### config.mk
export PLATFORM = sky130hd
export DESIGN_NAME = mem_access_unit_flat
export DESIGN_NICKNAME = d
export VERILOG_FILES = /design/src/rtl/mem_pkg.sv /design/src/rtl/mem_access_unit_if.sv /design/src/rtl/lane_align.sv /design/src/rtl/mem_access_unit.sv /design/src/flat_wrapper.sv
export SDC_FILE = /design/constraint.sdc
export NUM_CORES = 1
export LEC_CHECK = 0
export BUFFER_PORTS_ARGS = -buffer_cell sky130_fd_sc_hd__buf_2
export CAP_MARGIN = 40
export CORE_UTILIZATION = 50
export DETAILED_ROUTE_END_ITERATION = 10
export PLACE_DENSITY = 0.79
export SYNTH_ARGS = -nofsm -noshare
export SYNTH_HDL_FRONTEND = slang
export SYNTH_SLANG_ARGS = --single-unit
### constraint.sdc
create_clock -name clk -period 2 [get_ports clk]
set_input_delay 0.2 -clock clk [delete_from_list [all_inputs] [get_ports clk]]
set_output_delay 0.2 -clock clk [all_outputs]
set_load 0.03 [all_outputs]
### src/rtl/mem_pkg.sv
// Shared encodings, FSM states and the alignment rule for the load/store sequencer.
package mem_pkg;

  localparam logic [1:0] SZ_BYTE = 2'b00;
  localparam logic [1:0] SZ_HALF = 2'b01;
  localparam logic [1:0] SZ_WORD = 2'b10;
  localparam logic [1:0] SZ_RSVD = 2'b11;

  typedef enum logic [2:0] {
    IDLE,
    RD,
    WAIT,
    WR,
    RESP
  } state_t;

  // Reserved size is folded in here so the FSM only has one error path.
  function automatic logic misaligned(input logic [1:0] size, input logic [1:0] offset);
    logic bad;
    case (size)
      SZ_BYTE: bad = 1'b0;
      SZ_HALF: bad = offset[0];
      SZ_WORD: bad = (offset != 2'b00);
      default: bad = 1'b1;
    endcase
    return bad;
  endfunction

endpackage

### src/rtl/mem_access_unit_if.sv
// Core-side request/response handshake of the load/store sequencer.
interface mem_access_unit_if;

  logic        req_valid;
  logic        req_ready;
  logic        req_write;
  logic [1:0]  req_size;
  logic        req_unsigned;
  logic [31:0] req_addr;
  logic [31:0] req_wdata;
  logic        resp_valid;
  logic        resp_err;
  logic [31:0] resp_rdata;

  modport master (
    output req_valid, req_write, req_size, req_unsigned, req_addr, req_wdata,
    input  req_ready, resp_valid, resp_err, resp_rdata
  );

  modport slave (
    input  req_valid, req_write, req_size, req_unsigned, req_addr, req_wdata,
    output req_ready, resp_valid, resp_err, resp_rdata
  );

endinterface

### src/rtl/lane_align.sv
// Little-endian byte-lane steering: load extraction with sign/zero extension,
// and store merge of a sub-word into the word read back from RAM.
module lane_align
  import mem_pkg::*;
(
  input  logic [31:0] rdata,
  input  logic [1:0]  offset,
  input  logic [1:0]  size,
  input  logic        zero_ext,
  input  logic [31:0] wdata,
  output logic [31:0] load_data,
  output logic [31:0] store_data
);

  logic [7:0]  lanes [4];
  logic [7:0]  byte_sel;
  logic [15:0] half_sel;
  logic        byte_sign;
  logic        half_sign;

  generate
    for (genvar gi = 0; gi < 4; gi++) begin : g_lane
      localparam logic [1:0] LANE = 2'(gi);
      logic hit_byte;
      logic hit_half;
      logic hit_word;

      assign lanes[gi] = rdata[8*gi +: 8];
      assign hit_byte  = (size == SZ_BYTE) && (offset == LANE);
      assign hit_half  = (size == SZ_HALF) && (offset[1] == LANE[1]);
      assign hit_word  = (size == SZ_WORD);

      // A half store places wdata[7:0] in the even lane and wdata[15:8] in the odd lane.
      assign store_data[8*gi +: 8] = hit_byte ? wdata[7:0] :
                                     hit_half ? wdata[8*(gi%2) +: 8] :
                                     hit_word ? wdata[8*gi +: 8] :
                                                rdata[8*gi +: 8];
    end
  endgenerate

  assign byte_sel  = lanes[offset];
  assign half_sel  = offset[1] ? rdata[31:16] : rdata[15:0];
  assign byte_sign = ~zero_ext & byte_sel[7];
  assign half_sign = ~zero_ext & half_sel[15];

  always_comb begin
    load_data = rdata;
    case (size)
      SZ_BYTE: load_data = {{24{byte_sign}}, byte_sel};
      SZ_HALF: load_data = {{16{half_sign}}, half_sel};
      default: load_data = rdata;
    endcase
  end

endmodule

### src/rtl/mem_access_unit.sv
// Load/store sequencer: read-modify-write for sub-word stores, lane extraction
// for sub-word loads, and misalignment detection, over a word-wide sync RAM.
module mem_access_unit
  import mem_pkg::*;
#(
  parameter int ADDR_W = 12
) (
  input  logic              clk,
  input  logic              rst,
  mem_access_unit_if.slave  bus,
  output logic [ADDR_W-1:0] mem_addr,
  output logic              mem_we,
  output logic [31:0]       mem_wdata,
  input  logic [31:0]       mem_rdata
);

  state_t            state_reg, state_next;
  logic              write_reg, write_next;
  logic [1:0]        size_reg, size_next;
  logic              uns_reg, uns_next;
  logic [1:0]        off_reg, off_next;
  logic [31:0]       wdata_reg, wdata_next;
  logic [ADDR_W-1:0] mem_addr_reg, mem_addr_next;
  logic              mem_we_reg, mem_we_next;
  logic [31:0]       mem_wdata_reg, mem_wdata_next;
  logic              resp_valid_reg, resp_valid_next;
  logic              resp_err_reg, resp_err_next;
  logic [31:0]       resp_rdata_reg, resp_rdata_next;

  logic [31:0]       load_data;
  logic [31:0]       store_data;
  logic              unused_addr;

  // Address bits above the RAM depth wrap and are intentionally dropped.
  assign unused_addr = &{1'b0, bus.req_addr[31:ADDR_W+2]};

  lane_align u_lane_align (
    .rdata      (mem_rdata),
    .offset     (off_reg),
    .size       (size_reg),
    .zero_ext   (uns_reg),
    .wdata      (wdata_reg),
    .load_data  (load_data),
    .store_data (store_data)
  );

  always_comb begin
    state_next      = state_reg;
    write_next      = write_reg;
    size_next       = size_reg;
    uns_next        = uns_reg;
    off_next        = off_reg;
    wdata_next      = wdata_reg;
    mem_addr_next   = mem_addr_reg;
    mem_we_next     = 1'b0;
    mem_wdata_next  = mem_wdata_reg;
    resp_valid_next = 1'b0;
    resp_err_next   = 1'b0;
    resp_rdata_next = resp_rdata_reg;

    case (state_reg)
      IDLE: begin
        if (bus.req_valid) begin
          write_next    = bus.req_write;
          size_next     = bus.req_size;
          uns_next      = bus.req_unsigned;
          off_next      = bus.req_addr[1:0];
          wdata_next    = bus.req_wdata;
          mem_addr_next = bus.req_addr[ADDR_W+1:2];
          if (misaligned(bus.req_size, bus.req_addr[1:0])) begin
            state_next      = RESP;
            resp_valid_next = 1'b1;
            resp_err_next   = 1'b1;
            resp_rdata_next = '0;
          end else if (bus.req_write && (bus.req_size == SZ_WORD)) begin
            state_next     = WR;
            mem_we_next    = 1'b1;
            mem_wdata_next = bus.req_wdata;
          end else begin
            state_next = RD;
          end
        end
      end
      RD: state_next = WAIT;
      WAIT: begin
        // mem_rdata is valid this cycle only, so it is consumed here either way.
        if (write_reg) begin
          state_next     = WR;
          mem_we_next    = 1'b1;
          mem_wdata_next = store_data;
        end else begin
          state_next      = RESP;
          resp_valid_next = 1'b1;
          resp_rdata_next = load_data;
        end
      end
      WR: begin
        state_next      = RESP;
        resp_valid_next = 1'b1;
        resp_rdata_next = '0;
      end
      RESP: begin
        state_next      = IDLE;
        resp_rdata_next = '0;
      end
      default: state_next = IDLE;
    endcase
  end

  always_ff @(posedge clk) begin
    if (rst) begin
      state_reg      <= IDLE;
      write_reg      <= 1'b0;
      size_reg       <= SZ_BYTE;
      uns_reg        <= 1'b0;
      off_reg        <= 2'b00;
      wdata_reg      <= '0;
      mem_addr_reg   <= '0;
      mem_we_reg     <= 1'b0;
      mem_wdata_reg  <= '0;
      resp_valid_reg <= 1'b0;
      resp_err_reg   <= 1'b0;
      resp_rdata_reg <= '0;
    end else begin
      state_reg      <= state_next;
      write_reg      <= write_next;
      size_reg       <= size_next;
      uns_reg        <= uns_next;
      off_reg        <= off_next;
      wdata_reg      <= wdata_next;
      mem_addr_reg   <= mem_addr_next;
      mem_we_reg     <= mem_we_next;
      mem_wdata_reg  <= mem_wdata_next;
      resp_valid_reg <= resp_valid_next;
      resp_err_reg   <= resp_err_next;
      resp_rdata_reg <= resp_rdata_next;
    end
  end

  assign bus.req_ready  = (state_reg == IDLE);
  assign bus.resp_valid = resp_valid_reg;
  assign bus.resp_err   = resp_err_reg;
  assign bus.resp_rdata = resp_rdata_reg;
  assign mem_addr       = mem_addr_reg;
  assign mem_we         = mem_we_reg;
  assign mem_wdata      = mem_wdata_reg;

endmodule
### src/flat_wrapper.sv
// flat-port wrapper written by rule: the top's interface ports become plain ports
module mem_access_unit_flat import mem_pkg::*;
#(
  parameter int ADDR_W = 12
)
  (clk, rst, mem_addr, mem_we, mem_wdata, mem_rdata, bus_req_valid, bus_req_write, bus_req_size, bus_req_unsigned, bus_req_addr, bus_req_wdata, bus_req_ready, bus_resp_valid, bus_resp_err, bus_resp_rdata);
  mem_access_unit_if bus_i ();
  input  logic clk;
  input  logic rst;
  output logic [ADDR_W-1:0] mem_addr;
  output logic mem_we;
  output logic [31:0] mem_wdata;
  input  logic [31:0] mem_rdata;
  input wire logic [$bits(bus_i.req_valid)-1:0] bus_req_valid;
  input wire logic [$bits(bus_i.req_write)-1:0] bus_req_write;
  input wire logic [$bits(bus_i.req_size)-1:0] bus_req_size;
  input wire logic [$bits(bus_i.req_unsigned)-1:0] bus_req_unsigned;
  input wire logic [$bits(bus_i.req_addr)-1:0] bus_req_addr;
  input wire logic [$bits(bus_i.req_wdata)-1:0] bus_req_wdata;
  output wire logic [$bits(bus_i.req_ready)-1:0] bus_req_ready;
  output wire logic [$bits(bus_i.resp_valid)-1:0] bus_resp_valid;
  output wire logic [$bits(bus_i.resp_err)-1:0] bus_resp_err;
  output wire logic [$bits(bus_i.resp_rdata)-1:0] bus_resp_rdata;
  assign bus_i.req_valid = bus_req_valid;
  assign bus_i.req_write = bus_req_write;
  assign bus_i.req_size = bus_req_size;
  assign bus_i.req_unsigned = bus_req_unsigned;
  assign bus_i.req_addr = bus_req_addr;
  assign bus_i.req_wdata = bus_req_wdata;
  assign bus_req_ready = bus_i.req_ready;
  assign bus_resp_valid = bus_i.resp_valid;
  assign bus_resp_err = bus_i.resp_err;
  assign bus_resp_rdata = bus_i.resp_rdata;
  mem_access_unit #(.ADDR_W(ADDR_W)) u_core (.clk(clk), .rst(rst), .bus(bus_i), .mem_addr(mem_addr), .mem_we(mem_we), .mem_wdata(mem_wdata), .mem_rdata(mem_rdata));
endmodule
Word-level counts from Yosys, hierarchy flattened

Index checks and enable logic that the tools add are counted.

Eq/ne operators: 17
Bitwise operators: 6
Multiplexer cells: 43
Order comparisons: 1
Reductions and logical operators: 19

Operators with widths:

| operator                                                                 | count |
|---|---|
| 32-bit 2-to-1 mux                                                        | 7 |
| 32-bit one-hot mux with 2 select lines                                   | 2 |
| 8-bit 2-to-1 mux                                                         | 14 |
| 32-bit one-hot mux with 3 select lines                                   | 1 |
| 8-bit binary-select mux with 2-bit select                                | 1 |
| 16-bit 2-to-1 mux                                                        | 1 |
| 3-bit one-hot mux with 4 select lines                                    | 1 |
| 1-bit 2-to-1 mux                                                         | 9 |
| 3-bit 2-to-1 mux                                                         | 3 |
| 2-bit == test (second input constant)                                    | 4 |
| 1-bit logical AND                                                        | 7 |
| 2-bit by 1-bit == test with 1-bit output (second input constant)         | 3 |
| 3-bit by 2-bit == test with 1-bit output (second input constant)         | 2 |
| 2-bit zero test                                                          | 3 |
| 2-bit by 1-bit inequality test with 1-bit output (second input constant) | 3 |
| 2-bit inequality test (second input constant)                            | 3 |
| 1-bit one-hot mux with 3 select lines                                    | 2 |
| 5-bit AND reduction                                                      | 1 |
| 4-bit AND reduction                                                      | 1 |
| 2-bit nonzero test                                                       | 2 |
| 2-bit OR reduction                                                       | 2 |
| 3-bit by 1-bit == test with 1-bit output (second input constant)         | 1 |
| 3-bit == test (second input constant)                                    | 1 |
| 3-bit >= comparator (second input constant)                              | 1 |
| other kinds (8)                                                          | 11 |

Logic and storage cells: 98
Bits in registers: 120
Input bits: 103
Output and inout port bits: 80

Longest topological paths before layout

Gate-level depths: netlist of the first run.

Depth after elaboration: 8
Gate-level depth with buffers: 7
Gate-level depth less buffers: 4

By module

Synthesis of the first run repeated with hierarchy kept, for this count alone.

Cell total of the unflattened synthesis: 777
Area total of the unflattened synthesis: 6033.3 µm²

Modules (own cells, without submodules):

| module          | cells each | times used | area an instance (µm²) | seq. area each (µm²) |
|---|---|---|---|---|
| mem_access_unit | 537        | 1          | 4624.4                 | 2402.3 |
| lane_align      | 240        | 1          | 1408.9                 | 0.0 |

Worst setup path after synthesis of the first run

OpenSTA, ideal clock, no wires.

Kind: register to register
From: register u_core.state_reg[1]
To: register u_core.mem_addr_reg[0], in the netlist u_core.mem_addr[0]
Library setup time: 70 ps
Path slack: -124 ps
Path buffers: 3
Clock period less this slack: 2124 ps
Data required time: 1930 ps
Cell stages (with the launch flop): 8
Data arrival time: 2053 ps
Cell sequence: dfxtp_1 -> buf_2 -> nor3_1 -> and2_1 -> clkbuf_1 -> clkbuf_1 -> nand2_1 -> a21oi_1

Word-level cells in the longest chain between the ends: 2

RTL lines:

| element                              | line                   | source |
|---|---|---|
| start, declared                      | mem_access_unit.sv:17  | `state_t state_reg, state_next;` |
| start signal, assigned               | mem_access_unit.sv:125 | `state_reg <= state_next;` |
| 3-bit zero test                      | n/a                    |  |
| via bus_req_ready                    | flat_wrapper.sv:20     | `output wire logic [$bits(bus_i.req_ready)-1:0] bus_req_ready;` |
| 2-bit AND reduction (no source line) | n/a                    |  |
| end signal, assigned                 | mem_access_unit.sv:131 | `mem_addr_reg <= mem_addr_next;` |
| end, declared                        | mem_access_unit.sv:23  | `logic [ADDR_W-1:0] mem_addr_reg, mem_addr_next;` |

The timed path passes the listed nets, and every way through them passes these cells.
A chain may end at the register's enable or synchronous reset.

Final worst setup path of the first run

From: register u_core.state_reg[1]
To: register u_core.mem_wdata_reg[20], in the netlist u_core.mem_wdata[20]

Word-level cells in the longest chain between the ends: 3
Elaborated cells between the ends (all ways): 9
Those cells by class: 5 x eq/ne; 1 x mux; 3 x reduce/logical

RTL lines:

| element                                                                                   | line                   | source |
|---|---|---|
| 3-bit by 2-bit == test with 1-bit output or 3-bit zero test (tied branches)               | mem_access_unit.sv:61  | `case (state_reg)` |
| 2-bit by 1-bit inequality test with 1-bit output (no source line) (tied with other cells) | n/a                    |  |
| 5-bit AND reduction (no source line)                                                      | n/a                    |  |
| end signal, assigned                                                                      | mem_access_unit.sv:133 | `mem_wdata_reg <= mem_wdata_next;` |
| end, declared                                                                             | mem_access_unit.sv:25  | `logic [31:0] mem_wdata_reg, mem_wdata_next;` |

Parallel ways exist; a longest one is shown, timed or not.

==> results of run 1 <==
## power groups by stage
stage                     clock network, uW  logic, uW  registers [uW]
final                                  3200       1190            2590
after global routing                   3340       1280            2600
after CTS                              3220       1160            2580
after detailed placement                  0       1150            2630
after global placement                    0       1130            2630
after floorplan                           0        690            2670
## synth_stat cells, types with 5 or more instances
library cell | instances | area [um2]
nand2_1 | 127 | 477
mux2_2 | 11 | 124
a21boi_0 | 5 | 37.5
a32o_1 | 17 | 170
nand3_1 | 14 | 70.1
a21o_1 | 8 | 60.1
or4_1 | 13 | 97.6
a221oi_1 | 11 | 96.3
nor2b_1 | 17 | 106
a21oi_1 | 75 | 375
clkbuf_1 | 51 | 191
o221ai_1 | 7 | 61.3
o2bb2ai_1 | 11 | 96.3
mux2i_1 | 14 | 140
a311oi_1 | 15 | 131
o21ai_0 | 7 | 35.0
nor3_1 | 22 | 110
nand2b_1 | 37 | 231
nor3b_1 | 9 | 67.6
o211ai_1 | 16 | 120
dfxtp_1 | 120 | 2400
a211oi_1 | 10 | 75.1
o32ai_1 | 13 | 114
buf_2 | 18 | 90.1
inv_1 | 12 | 45.0
a2111o_1 | 8 | 90.1
nor4_1 | 5 | 31.3
a22oi_1 | 12 | 90.1
nor2_1 | 23 | 86.3
## layout make-up
class	count	area, um2	area share [%]
clock inverter	7	114	1.42
inverter	12	45.0	0.560
timing repair buffer	212	1210	15.0
multi-input combinational	554	3550	44.1
tap	168	210	2.61
clock buffer	25	505	6.29
sequential	120	2410	29.9
## metal layers
layer / global-route usage [%] / up-vias / wire [um] / part of all wire (%)
met5: 0 / - / 0 / 0
met4: 16.6 / 0 / 777 / 3.8
met3: 8.52 / 73 / 1930 / 9.3
met2: 51.1 / 419 / 9550 / 46
met1: 40.5 / 3120 / 8450 / 41
li1: - / 3145 / - / -
## metrics by stage
stage / setup TNS, ns / util, % / setup WS [ns] / total power [uW] / cells
finish: 0 / 66.1 / 0.126 / 6980 / 1098
global route: 0 / 66.1 / 0.0109 / 7210 / 1098
CTS: 0 / 65.9 / 0.0663 / 6970 / 1098
detailed placement: 0 / 60.8 / 0.00287 / 3780 / 1066
global placement: -0.203 / 60.7 / -0.0382 / 3760 / 1065
floorplan: 0 / - / 0.187 / 3360 / 763
## cell families (layout without fill, tap and decap cells)
group	Yosys count	after routing	synth area share [%]
multiplexers	26	26	4.54
flip-flops	120	120	38.1
AO/OA/AOI/OAI	244	244	28.8
buffers and inverters	89	256	6.13
AND/OR/NAND/NOR	284	284	22.5
## worst min path at each step
stage	to	slack [ns]	depth (start not counted)
after global placement	u_core.mem_addr[1]	0.44	2
final	u_core.mem_addr[10]	0.02	3
after floorplan	u_core.wdata_reg[16]	0.34	2
after detailed placement	u_core.bus.resp_rdata[13]	0.44	1
after global routing	u_core.mem_addr[2]	0.008	3
after CTS	u_core.mem_addr[5]	0.008	3
## worst max-delay path: stages, from the launching register on
cell	delay [ns]
dfxtp_1	0.43
or3b_4	0.46
buf_4	0.25
a2111o_1	0.40
a311oi_1	0.24
## cells in the final DEF (no fill, tap or decap), drive strengths merged, types with 11 or more instances in the layout
master	n
o32ai	13
o2bb2ai	12
mux2	11
a32o	17
inv	12
a21oi	75
a221oi	12
a22oi	12
buf	211
or4	13
dfxtp	120
o211ai	16
nor2	23
nor2b	17
nand3	14
nand2	127
mux2i	14
a311oi	15
nor3	23
nand2b	37
clkbuf	25
==> flow_summary.yaml, run 1 <==
cts:
  cts_tree: "yes"
  cts_setup_buffers: 0
  root_buffer: "clkbuf_16"
  numCtsBuffers: 17
  worstSkewPairLatency_ns: 0.42
  clockBufferDepth: 2
  cts.clk_slew.worst_paths_ns: 0.05
  cts.sinks: 120
  htree_levels: 4
  cts_resized: 0
  cts_hold_buf: 0
timing:
  fin_crit_ns: 1.87
  hold_slack_ns: 0.0162
  fmax_mhz: 534
  fin_skew_ns: 0.00865
  finalHoldViolCount: 0
  finalSetupViolCount: 0
  worstMarginPinSlew_ns: 0.541
  grt_setup_unrepaired: "false"
  fin_crit_sh_pct: 93.7
  timing.max_slew.rel_slack_pct: 64.0
  drv_slew: 0
place:
  placed_cell_area_um2: 7400
  dp_hpwl_um: 14800
  io_buffers: 164
  gp_routability_congestion: 0.933
worst_hold_path:
  hp-start: "bus_req_addr[12]"
  hold_class: "in2reg"
layout:
  diodes: 0
  drive_gt1_share_pct: 29.5
  nets: 1020
  final_area_um2: 8040
  fill_cells: 1034
  area_delta_synth_final_pct: 27.5
grt:
  overflow: 0
  grt_pass1_wl_um: 32300
  grt_pass1_vias: 6219
  grt.total_usage_pct: 32.3
  grt_max_degree: 52
  antenna_found_initial: 0
synthesis:
  netlist_instances: 763
  synth_fp_nets: 866
  synth_cell_types: 61
  yosysWarningCount: 0
  synth-main-ff-cell: "dfxtp_1"
  synth_area_um2: 6310
  synth_seq_cells: 120
  yosysSeqAreaShare_pct: 38.1
  synth_area_per_cell_um2: 8.27
  synth_async_sr_flop_share_pct: 0
  synth-edff-count: 0
critical_path:
  critPathRequiredTime_ns: 2.33
  reg2reg_to: "u_core.mem_wdata[20]"
  critPathKind: "reg2reg"
  endpoint: "u_core.mem_wdata[20]"
  start_kind: "flip-flop"
  worstPathMaxFanout: 29
  startpoint: "u_core.state_reg[1]"
  cp-end-kind: "flip-flop"
  timing.rr.start: "u_core.state_reg[1]"
  rrSetupSlack_ns: 0.13
  cp.arrival_ns: 2.20
  reg2regPathDepth: 4
power_and_ir_drop:
  power_density_nw_per_um2: 868
  leakagePower_uw: 0.00323
  swShare_pct: 27.5
  vdd_drop_max_mv: 0.616
  p_clk_share_pct: 45.8
  p_int_uw: 5060
  switching_power_uw: 1920
  seq_power_share_pct: 37.1
  pwr-share-comb_pct: 17.0
detailed_routing:
  drtIter0Drc: 865
  ant_nets: 0
  num_vias: 6757
  vias_per_cell: 6.15
  route.detailed.drc: 0
  wire_per_inst_um: 18.9
  wl_um: 20700
  firstDrtPassIters: 5
floorplan:
  dieHeight_um: 114
  start_util_pct: 51.9
  io_pins: 183
  die_w_um: 114
  core_um2: 12200
  dieArea_um2: 13100
  core.rowCount: 40
job:
  cap_violations: 0
status:
  status: "completed"
(Power assumes the default switching activity.)
==> run 2, diff against run 1 <==
--- a/config.mk
+++ b/config.mk
@@ -8,6 +8,8 @@
 export BUFFER_PORTS_ARGS = -buffer_cell sky130_fd_sc_hd__buf_2
 export CAP_MARGIN = 40
 export CORE_UTILIZATION = 50
+export CTS_BUF_LIST = sky130_fd_sc_hd__clkbuf_8
+export CTS_CLUSTER_SIZE = 25
 export DETAILED_ROUTE_END_ITERATION = 10
 export PLACE_DENSITY = 0.79
 export SYNTH_ARGS = -nofsm -noshare
==> flow_summary.yaml, run 2 (synthesized netlist as in run 1, its figures left out) <==
status:
  status: "completed"
timing:
  fmax_mhz: 514
  worstMarginPinSlew_ns: 0.582
  finalHoldViolCount: 0
  fin_skew_ns: 0.0162
  drv_slew: 0
  hold_slack_ns: 0.0275
  grt_setup_unrepaired: "false"
  finalSetupViolCount: 0
  fin_crit_sh_pct: 97.2
  fin_crit_ns: 1.94
  timing.max_slew.rel_slack_pct: 60.7
place:
  dp_hpwl_um: 14800
  dp_cells: 1066
  io_buffers: 164
  gp_routability_congestion: 0.933
  placed_cell_area_um2: 7400
floorplan:
  dieHeight_um: 114
  io_pins: 183
  core_um2: 12200
  dieArea_um2: 13100
  start_util_pct: 51.9
  core.rowCount: 40
  die_w_um: 114
grt:
  grt_pass1_wl_um: 33000
  grt_max_degree: 52
  grt.total_usage_pct: 32.8
  antenna_found_initial: 0
  overflow: 0
  grt_pass1_vias: 6449
cts:
  cts.clk_slew.worst_paths_ns: 0.07
  cts_setup_buffers: 0
  cts_tree: "yes"
  htree_levels: 4
  numCtsBuffers: 17
  worstSkewPairLatency_ns: 0.45
  root_buffer: "clkbuf_8"
  clockBufferDepth: 2
  cts.sinks: 120
detailed_routing:
  wire_per_inst_um: 18.6
  vias_per_cell: 6.06
  num_vias: 6912
  wl_um: 21200
  route.detailed.drc: 0
  ant_nets: 0
  firstDrtPassIters: 5
  drtIter0Drc: 869
critical_path:
  timing.rr.start: "u_core.state_reg[1]"
  cp-end-kind: "flip-flop"
  start_kind: "flip-flop"
  cp_slowest_cell: "or3b_4"
  startpoint: "u_core.state_reg[1]"
  endpoint: "u_core.mem_wdata[16]"
  reg2reg_to: "u_core.mem_wdata[16]"
  worst_path_largest_cell_delay_ns: 0.46
  critPathRequiredTime_ns: 2.35
  critPathKind: "reg2reg"
  cp.arrival_ns: 2.29
  rrSetupSlack_ns: 0.06
  critical_path.top_delay_family: "compound AO/OA/AOI/OAI gates"
  critical_path_depth: 4
  critPathBufInv: 1
  worstPathMaxFanout: 29
  cp_cell_sequence: "or3b_4 > buf_4 > a2111o_1 > a311oi_1"
  reg2regPathDepth: 4
power_and_ir_drop:
  p_int_uw: 4370
  finalPower_uw: 6190
  switching_power_uw: 1820
  seq_power_share_pct: 41.8
  leakagePower_uw: 0.00332
  vdd_drop_max_mv: 0.502
  p_clk_share_pct: 38.0
  swShare_pct: 29.4
  power_density_nw_per_um2: 749
  pwr-share-comb_pct: 20.2
layout:
  final_area_um2: 8260
  nets: 1062
  stdcell_count: 1140
  utilization_pct: 67.9
  diodes: 0
  drive_gt1_share_pct: 28.0
  final_common_cell: "buf_2"
  area_delta_synth_final_pct: 30.9
  layout_common_cells: "164 x buf_2, 127 x nand2_1, 117 x dfxtp_1"
job:
  cap_violations: 0
worst_hold_path:
  hold_class: "in2reg"
==> run 2: worst min path at each step <==
stage | from | end | slack, ns | cells after the start
6_report | bus_req_wdata[9] | u_core.wdata_reg[9] | 0.03 | 3
5_1_grt | bus_req_wdata[9] | u_core.wdata_reg[9] | 0.005 | 3
4_1_cts | bus_req_wdata[9] | u_core.wdata_reg[9] | 0.0007 | 3
3_5_place_dp | u_core.bus.resp_rdata[13] | u_core.bus.resp_rdata[13] | 0.44 | 1
3_3_place_gp | u_core.mem_addr[1] | u_core.mem_addr[1] | 0.44 | 2
2_1_floorplan | bus_req_wdata[16] | u_core.wdata_reg[16] | 0.34 | 2
==> run 2: repair_timing <==
| item | 4_1_cts | 5_1_grt |
|---|---|---|
| setup endpoints to repair | 0 | 15 |
| hold buffers | 42 | 0 |
| hold endpoints to repair | 42 | 0 |
| resized for setup | 0 | 4 |
==> run 2: power by group through the flow <==
stage	Clock (uW)	Combinational, uW	Sequential [uW]
finish	2350	1250	2590
global route	2490	1340	2590
CTS	2380	1220	2580
detailed placement	0	1150	2630
global placement	0	1130	2630
floorplan	0	690	2670
==> run 2: routing by layer <==
| layer | wire [um] | track usage [%] | part of all wire, % |
|---|---|---|---|
| met1 | 8560 | 40.7 | 40 |
| met2 | 9890 | 53.9 | 47 |
| met3 | 2000 | 9.16 | 9.5 |
| met4 | 703 | 13.2 | 3.3 |
| met5 | 0 | 0 | 0 |
==> run 2: per-stage QoR <==
stage | setup TNS, ns | setup slack (ns)
5_1_grt | 0 | 0.0108
6_report | 0 | 0.0556
3_3_place_gp | -0.203 | -0.0382
3_5_place_dp | 0 | 0.00287
4_1_cts | 0 | 0.0120
2_1_floorplan | 0 | 0.187
==> run 2: final cells by class <==
class / count / area [um2]
Clock inverter: 10 / 125
Fill cell: 1008 / 3910
Multi-Input combinational cell: 554 / 3540
Tap cell: 168 / 210
Clock buffer: 22 / 303
Inverter: 12 / 45.0
Timing Repair Buffer: 254 / 1630
Sequential cell: 120 / 2410
==> run 2: worst reg2reg max path: cells and delay by family, from the launching register on <==
| kind | cells | cell delay (ns) |
|---|---|---|
| AO/OA/AOI/OAI | 2 | 0.70 |
| AND/OR/NAND/NOR | 1 | 0.46 |
| flip-flops | 1 | 0.43 |
| buffers and inverters | 1 | 0.25 |
